<file path="src/rtl/uart_tx_framer_if.sv">
// Handshake bundle for uart_tx_framer: per-channel upstream requests plus the byte link
// toward uart_tx. The environment side uses master, the framer uses slave.
interface uart_tx_framer_if #(
    parameter int NUM_CH       = 2,
    parameter int HEADER_SIZE  = 32,
    parameter int MESSAGE_SIZE = 512
);
    localparam int LEN_W = $clog2(MESSAGE_SIZE / 8 + 1);
    localparam int CH_W  = (NUM_CH > 1) ? $clog2(NUM_CH) : 1;

    logic [NUM_CH-1:0]              ch_valid_in;
    logic [NUM_CH-1:0]              ch_ready_out;
    logic [NUM_CH*HEADER_SIZE-1:0]  ch_header_in;
    logic [NUM_CH*MESSAGE_SIZE-1:0] ch_message_in;
    logic [NUM_CH*LEN_W-1:0]        ch_len_in;
    logic [7:0]                     ll_byte_out;
    logic                           ll_valid_out;
    logic                           ll_ready_in;
    logic                           busy_out;
    logic [CH_W-1:0]                active_ch_out;
    logic                           frame_done_out;

    modport master (
        output ch_valid_in, ch_header_in, ch_message_in, ch_len_in, ll_ready_in,
        input  ch_ready_out, ll_byte_out, ll_valid_out, busy_out, active_ch_out, frame_done_out
    );

    modport slave (
        input  ch_valid_in, ch_header_in, ch_message_in, ch_len_in, ll_ready_in,
        output ch_ready_out, ll_byte_out, ll_valid_out, busy_out, active_ch_out, frame_done_out
    );
endinterface

</file>
<file path="src/rtl/uart_tx_framer.sv">
// Round-robin multi-channel framer: START, channel id, header, optional length, payload and
// optional XOR checksum, streamed byte-by-byte to uart_tx with a zero-bubble valid/ready link.
module uart_tx_framer #(
    parameter int         NUM_CH       = 2,
    parameter int         HEADER_SIZE  = 32,
    parameter int         MESSAGE_SIZE = 512,
    parameter logic [7:0] START_BYTE   = 8'hBB,
    parameter bit         LEN_BYTE_EN  = 1'b1,
    parameter bit         CSUM_EN      = 1'b1
) (
    input logic             clk_in,
    input logic             rst_n_in,
    uart_tx_framer_if.slave bus
);
    localparam int MAX_LEN   = MESSAGE_SIZE / 8;
    localparam int HDR_BYTES = HEADER_SIZE / 8;
    localparam int LEN_W     = $clog2(MAX_LEN + 1);
    localparam int CH_W      = (NUM_CH > 1) ? $clog2(NUM_CH) : 1;
    localparam int IDX_MAX   = (HDR_BYTES > MAX_LEN) ? HDR_BYTES : MAX_LEN;
    localparam int IDX_W     = $clog2(IDX_MAX + 1);

    typedef enum logic [2:0] {
        S_IDLE, S_START, S_CHID, S_HDR, S_LEN, S_PAY, S_CSUM
    } state_t;

    state_t                  state;
    state_t                  state_next;
    logic [CH_W-1:0]         rr_ptr;
    logic [CH_W-1:0]         rr_next;
    logic [CH_W-1:0]         grant;
    logic [CH_W-1:0]         active_ch;
    logic                    found;
    logic                    accept;
    logic                    valid;
    logic                    xfer;
    logic                    frame_done;
    logic [IDX_W-1:0]        idx;
    logic [HEADER_SIZE-1:0]  hdr_buf;
    logic [HEADER_SIZE-1:0]  sel_hdr;
    logic [MESSAGE_SIZE-1:0] msg_buf;
    logic [MESSAGE_SIZE-1:0] sel_msg;
    logic [LEN_W-1:0]        len_buf;
    logic [LEN_W-1:0]        sel_len;
    logic [7:0]              csum;
    logic [7:0]              cur_byte;

    function automatic logic [LEN_W-1:0] clamp_len(input logic [LEN_W-1:0] len);
        return (len > LEN_W'(MAX_LEN)) ? LEN_W'(MAX_LEN) : len;
    endfunction

    function automatic state_t after_len(input logic [LEN_W-1:0] len);
        if (len != '0) return S_PAY;
        return CSUM_EN ? S_CSUM : S_IDLE;
    endfunction

    // Rotate requests so bit 0 is rr_ptr; the lowest set bit is the winner.
    always_comb begin
        logic [NUM_CH-1:0] rot;
        int                g;
        rot   = NUM_CH'({bus.ch_valid_in, bus.ch_valid_in} >> rr_ptr);
        found = 1'b0;
        g     = 0;
        for (int k = NUM_CH - 1; k >= 0; k--) begin
            if (rot[k]) begin
                found = 1'b1;
                g     = int'(rr_ptr) + k;
            end
        end
        if (g >= NUM_CH) g = g - NUM_CH;
        grant   = CH_W'(g);
        rr_next = (g == NUM_CH - 1) ? '0 : CH_W'(g + 1);
    end

    always_comb begin
        sel_hdr = '0;
        sel_msg = '0;
        sel_len = '0;
        for (int i = 0; i < NUM_CH; i++) begin
            if (grant == CH_W'(i)) begin
                sel_hdr = bus.ch_header_in[i*HEADER_SIZE +: HEADER_SIZE];
                sel_msg = bus.ch_message_in[i*MESSAGE_SIZE +: MESSAGE_SIZE];
                sel_len = bus.ch_len_in[i*LEN_W +: LEN_W];
            end
        end
    end

    assign accept           = (state == S_IDLE) && found && rst_n_in;
    assign bus.ch_ready_out = accept ? (NUM_CH'(1) << grant) : '0;

    always_ff @(posedge clk_in or negedge rst_n_in) begin
        if (!rst_n_in) state <= S_IDLE;
        else           state <= state_next;
    end

    always_comb begin
        state_next = state;
        case (state)
            S_IDLE:  if (accept) state_next = S_START;
            S_START: if (xfer) state_next = S_CHID;
            S_CHID:  if (xfer) state_next = S_HDR;
            S_HDR:   if (xfer && idx == IDX_W'(HDR_BYTES - 1))
                         state_next = LEN_BYTE_EN ? S_LEN : after_len(len_buf);
            S_LEN:   if (xfer) state_next = after_len(len_buf);
            S_PAY:   if (xfer && idx == IDX_W'(len_buf) - 1'b1)
                         state_next = CSUM_EN ? S_CSUM : S_IDLE;
            S_CSUM:  if (xfer) state_next = S_IDLE;
            default: state_next = S_IDLE;
        endcase
    end

    // The presented byte is a pure function of state and buffers, so it holds through stalls.
    always_comb begin
        cur_byte = 8'h00;
        case (state)
            S_START: cur_byte = START_BYTE;
            S_CHID:  cur_byte = 8'(active_ch);
            S_HDR:   cur_byte = hdr_buf[7:0];
            S_LEN:   cur_byte = 8'(len_buf);
            S_PAY:   cur_byte = msg_buf[7:0];
            S_CSUM:  cur_byte = csum;
            default: cur_byte = 8'h00;
        endcase
    end

    assign valid              = (state != S_IDLE);
    assign xfer               = valid && bus.ll_ready_in;
    assign bus.ll_byte_out    = cur_byte;
    assign bus.ll_valid_out   = valid;
    assign bus.busy_out       = valid;
    assign bus.active_ch_out  = active_ch;
    assign bus.frame_done_out = frame_done;

    always_ff @(posedge clk_in or negedge rst_n_in) begin
        if (!rst_n_in) begin
            rr_ptr     <= '0;
            active_ch  <= '0;
            frame_done <= 1'b0;
            idx        <= '0;
        end else begin
            frame_done <= xfer && (state_next == S_IDLE);
            if (accept) begin
                rr_ptr    <= rr_next;
                active_ch <= grant;
                idx       <= '0;
            end else if (xfer) begin
                idx <= (state_next == state) ? idx + 1'b1 : '0;
            end
        end
    end

    // Header and payload drain as shift registers; the low byte is always the next to send.
    always_ff @(posedge clk_in) begin
        if (accept) begin
            hdr_buf <= sel_hdr;
            msg_buf <= sel_msg;
            len_buf <= clamp_len(sel_len);
            csum    <= 8'h00;
        end else if (xfer) begin
            if (state == S_HDR) hdr_buf <= hdr_buf >> 8;
            if (state == S_PAY) msg_buf <= msg_buf >> 8;
            if (state inside {S_CHID, S_HDR, S_LEN, S_PAY}) csum <= csum ^ cur_byte;
        end
    end
endmodule
</file>
<file path="src/flat_wrapper.sv">
// flat-port wrapper written by rule: the top's interface ports become plain ports
module uart_tx_framer_flat 
#(
    parameter int         NUM_CH       = 2,
    parameter int         HEADER_SIZE  = 32,
    parameter int         MESSAGE_SIZE = 512,
    parameter logic [7:0] START_BYTE   = 8'hBB,
    parameter bit         LEN_BYTE_EN  = 1'b1,
    parameter bit         CSUM_EN      = 1'b1
)
  (clk_in, rst_n_in, bus_ch_valid_in, bus_ch_header_in, bus_ch_message_in, bus_ch_len_in, bus_ll_ready_in, bus_ch_ready_out, bus_ll_byte_out, bus_ll_valid_out, bus_busy_out, bus_active_ch_out, bus_frame_done_out);
  uart_tx_framer_if #(.NUM_CH(NUM_CH), .HEADER_SIZE(HEADER_SIZE), .MESSAGE_SIZE(MESSAGE_SIZE)) bus_i ();
  input logic clk_in;
  input logic rst_n_in;
  input wire logic [$bits(bus_i.ch_valid_in)-1:0] bus_ch_valid_in;
  input wire logic [$bits(bus_i.ch_header_in)-1:0] bus_ch_header_in;
  input wire logic [$bits(bus_i.ch_message_in)-1:0] bus_ch_message_in;
  input wire logic [$bits(bus_i.ch_len_in)-1:0] bus_ch_len_in;
  input wire logic [$bits(bus_i.ll_ready_in)-1:0] bus_ll_ready_in;
  output wire logic [$bits(bus_i.ch_ready_out)-1:0] bus_ch_ready_out;
  output wire logic [$bits(bus_i.ll_byte_out)-1:0] bus_ll_byte_out;
  output wire logic [$bits(bus_i.ll_valid_out)-1:0] bus_ll_valid_out;
  output wire logic [$bits(bus_i.busy_out)-1:0] bus_busy_out;
  output wire logic [$bits(bus_i.active_ch_out)-1:0] bus_active_ch_out;
  output wire logic [$bits(bus_i.frame_done_out)-1:0] bus_frame_done_out;
  assign bus_i.ch_valid_in = bus_ch_valid_in;
  assign bus_i.ch_header_in = bus_ch_header_in;
  assign bus_i.ch_message_in = bus_ch_message_in;
  assign bus_i.ch_len_in = bus_ch_len_in;
  assign bus_i.ll_ready_in = bus_ll_ready_in;
  assign bus_ch_ready_out = bus_i.ch_ready_out;
  assign bus_ll_byte_out = bus_i.ll_byte_out;
  assign bus_ll_valid_out = bus_i.ll_valid_out;
  assign bus_busy_out = bus_i.busy_out;
  assign bus_active_ch_out = bus_i.active_ch_out;
  assign bus_frame_done_out = bus_i.frame_done_out;
  uart_tx_framer #(.NUM_CH(NUM_CH), .HEADER_SIZE(HEADER_SIZE), .MESSAGE_SIZE(MESSAGE_SIZE), .START_BYTE(START_BYTE), .LEN_BYTE_EN(LEN_BYTE_EN), .CSUM_EN(CSUM_EN)) u_core (.clk_in(clk_in), .rst_n_in(rst_n_in), .bus(bus_i));
endmodule
</file>
<file path="config.mk">
export PLATFORM = sky130hd
export DESIGN_NAME = uart_tx_framer_flat
export DESIGN_NICKNAME = d
export VERILOG_FILES = /design/src/rtl/uart_tx_framer_if.sv /design/src/rtl/uart_tx_framer.sv /design/src/flat_wrapper.sv
export SDC_FILE = /design/constraint.sdc
export NUM_CORES = 1
export LEC_CHECK = 0
export BUFFER_PORTS_ARGS = -buffer_cell sky130_fd_sc_hd__buf_2
export CAP_MARGIN = 40
export CORE_AREA = 2 2 440 442
export DETAILED_ROUTE_END_ITERATION = 8
export DIE_AREA = 0 0 442 444
export PLACE_DENSITY = 0.37
export SETUP_SLACK_MARGIN = 0.2
export SKIP_LAST_GASP = 1
export SLEW_MARGIN = 25
export SYNTH_ARGS = -nofsm -noshare
export SYNTH_HDL_FRONTEND = slang
export SYNTH_SLANG_ARGS = --single-unit
</file>
<file path="constraint.sdc">
create_clock -name clk_in -period 18.9 [get_ports clk_in]
set_clock_uncertainty 0.05 [all_clocks]
set_input_delay 1.89 -clock clk_in [delete_from_list [all_inputs] [get_ports clk_in]]
set_output_delay 1.89 -clock clk_in [all_outputs]
set_load 0.02 [all_outputs]
</file>
==> impl_metrics.ini <==
[floorplan]
dieArea_um2 = 196000
die_w_um = 442
start_util_pct = 14.8
num_io_pins = 1121
die_h_um = 444
core_area_um2 = 192000
rows = 161

[detailed_routing]
drtIter0Drc = 2322
first_pass_iters = 6
drc = 0
num_vias = 25400
wl_per_cell_um = 27.9
postRouteAntennaNets = 0
routed_wl_um = 160000
post_drt_via_cell_ratio = 4.43

[sta]
tightestPinTransition_ns = 1.23
finalCritPeriodShare_pct = 32.1
finalSetupViolCount = 0
max-slew-margin-rel_pct = 18.3
finalSetupTns_ns = 0
post-route-min-period_ns = 6.08
finalHoldViolations = 0
rsz0062_at_grt = false
drv_slew = 0
fmax_ghz = 0.165

[clocking]
clock_sinks = 572
numCtsBuffers = 78
h-tree-depth = 3
clock_latency_ns = 0.69
clockRootBuffer = clkbuf_16
holdBufCountCts = 0
cts_tree = yes
cts_resized = 0
cts_setup_buffers = 0
clock_path_buffers = 3
clk_pin_slew_ns = 0.06

[worst_setup_path]
path_cells = buf_2 -> o21ai_0 -> or2_4 -> buf_4 -> inv_8 -> buf_4 -> buf_4 -> buf_12 -> and3_1 -> a221o_1
cp_common_cell = buf_4
cp-end-kind = flip-flop
slowest_delay_ns = 0.72
cp_top_family = buffers and inverters
critical_path_required_ns = 19.40
critPathBufInv = 6
critPathMaxFanout = 163
worstPathArrival_ns = 6.57
startpoint_type = input port
crit_slowest_cell = buf_4
critPathKind = in -> reg

[yosys]
synth_area_um2 = 28300
ys.flop_type = edfxtp_1
synth_largest_area_cell = edfxtp_1
synth_edf_count = 551
ys_ff_latch = 572
synth_common_cells = 551 x edfxtp_1, 529 x and3_1, 528 x a221o_1, 97 x clkbuf_1, 96 x buf_2
synth_nets = 3212
ys_warn_count = 0
async_reset_ff_share_pct = 2.27
synth_top_area_share_pct = 58.4
yosysSeqAreaShare_pct = 60.2
yosysMostFrequentCell = edfxtp_1
syn_inst = 2102
post_synth_main_area_contributors = edfxtp_1 58%, a221o_1 19%, and3_1 12%
synth_cell_types = 54
avgSynthCellArea_um2 = 13.5

[place]
dp_cells = 5536
port-buffer-count = 1120
dp_hpwl_um = 119000
place.gp.congestion = 0.942

[worst_hold_path]
holdCritPathClass = reg -> reg

[global_routing]
grt.overflow.total = 0
gr-usage-met1_pct = 19.0
busiest_layer = met2
antenna_found_initial = 127
gr-usage-all-layers_pct = 15.4
grt_pass1_vias = 25200
use_met3_pct = 3.95
grt_max_degree = 189
grt_pass1_wl_um = 213000
gr-usage-met2_pct = 26.1

[power]
totalPowerFinal_uw = 3600
p_per_area_nw_per_um2 = 92.5
vdd.ir_drop.worst_uv = 63.7
leakage_uw = 0.0167

[finish]
finalNonFillerCells = 5724
area_growth_pct = 37.5
nets = 4205
final_layout_size_suffix_gt1_share_pct = 40.6

[outcome]
status = finished clean

[run]
maxCapViolations = 0
==> metal layers <==
metal | up-vias | routed length (um)
met5 | - | 443
met4 | 74 | 5910
met3 | 332 | 10300
met2 | 1131 | 78200
met1 | 12800 | 65000
li1 | 11000 | -
==> power breakdown <==
part	leakage, uW	total (uW)	internal, uW	switching, uW
combinational	0.0102	539	231	308
sequential	0.00522	1570	1510	56.2
clock	0.00121	1490	865	630
total	0.0167	3600	2610	994
==> stage by stage <==
| stage | setup WS (ns) | instance area (um^2) | utilization [%] | hold WS, ns |
|---|---|---|---|---|
| after floorplan | 4.19 | 28300 | - | 0.408 |
| after global placement | 12.10 | 36100 | 18.8 | 0.416 |
| after detailed placement | 12.20 | 36300 | 18.9 | 0.428 |
| after CTS | 12.97 | 38700 | 20.2 | 0.436 |
| after global routing | 12.64 | 38900 | 20.3 | 0.459 |
| final | 12.82 | 38900 | 20.3 | 0.435 |
==> flip-flops by register name, summed over array words and instances, names as in the netlist <==
| name | flops |
|---|---|
| u_core.msg_buf | 512 |
| u_core.hdr_buf | 32 |
| u_core.csum | 8 |
| u_core.idx | 7 |
| u_core.len_buf | 7 |
| u_core.state | 3 |
| u_core.bus.active_ch_out | 1 |
| u_core.bus.frame_done_out | 1 |
| u_core.rr_ptr | 1 |
==> path summary, 6_finish.rpt <==
path                                  from                        end  slack [ns]  depth (start not counted)
min in group asynchronous         rst_n_in              u_core.rr_ptr        1.03                          1
max reg2reg                u_core.state[0]        u_core.msg_buf[229]       13.41                          9
max in group asynchronous         rst_n_in  u_core.bus.frame_done_out       17.50                          1
min reg2reg                 u_core.csum[4]             u_core.csum[4]        0.44                          2
max                               rst_n_in        u_core.msg_buf[229]       12.82                         10
min                         u_core.csum[4]             u_core.csum[4]        0.44                          2
==> kinds of logic (layout without fill, tap and decap cells) <==
group / Yosys count / in the layout / synth area share (%)
DFF: 572 / 572 / 60.2
muxes: 8 / 8 / 0.292
buffers and inverters: 272 / 1325 / 5.02
adders and majority gates: 3 / 3 / 0.133
xor gates and xnor gates: 12 / 12 / 0.371
and+or+nand+nor: 618 / 618 / 13.3
AOI/OAI and AO/OA: 617 / 617 / 20.8
other: 0 / 43 / 0
==> layout make-up <==
class	count	area [um^2]
inverters	22	90.1
clock inverters	39	317
diodes	43	108
repair buffers	1163	6190
multi-input cells	1258	9890
well taps	2526	3160
flip-flops and latches	572	17000
fillers	21000	153000
clock buffers	101	2140
==> cell usage in the layout, fill, tap and decap left out, types with 3 or more instances in the layout <==
cell type / count
buf_4: 25
nand3_1: 6
diode_2: 43
mux2i_1: 6
nor2_1: 10
a22o_1: 18
dfxtp_1: 8
xnor2_1: 9
o31ai_1: 4
clkinv_2: 11
clkinv_1: 18
ha_1: 3
clkbuf_1: 17
bufinv_16: 5
nand4_1: 4
xor2_1: 3
nor4_1: 4
and3_1: 529
a21oi_1: 24
o2111ai_1: 3
inv_6: 4
buf_12: 9
clkbuf_16: 82
nor2b_1: 9
buf_16: 7
a221o_1: 528
or3_1: 6
nand2_1: 36
edfxtp_1: 551
o21ai_0: 19
dfrtp_1: 13
inv_1: 21
o21a_1: 6
buf_2: 1120
==> tightest hold or removal path, stage by stage, from the launching register on <==
cell and delay (ns):
dfxtp_1 0.31, o21ai_0 0.07, a21oi_1 0.06
Power figures use the tool's default switching activity.
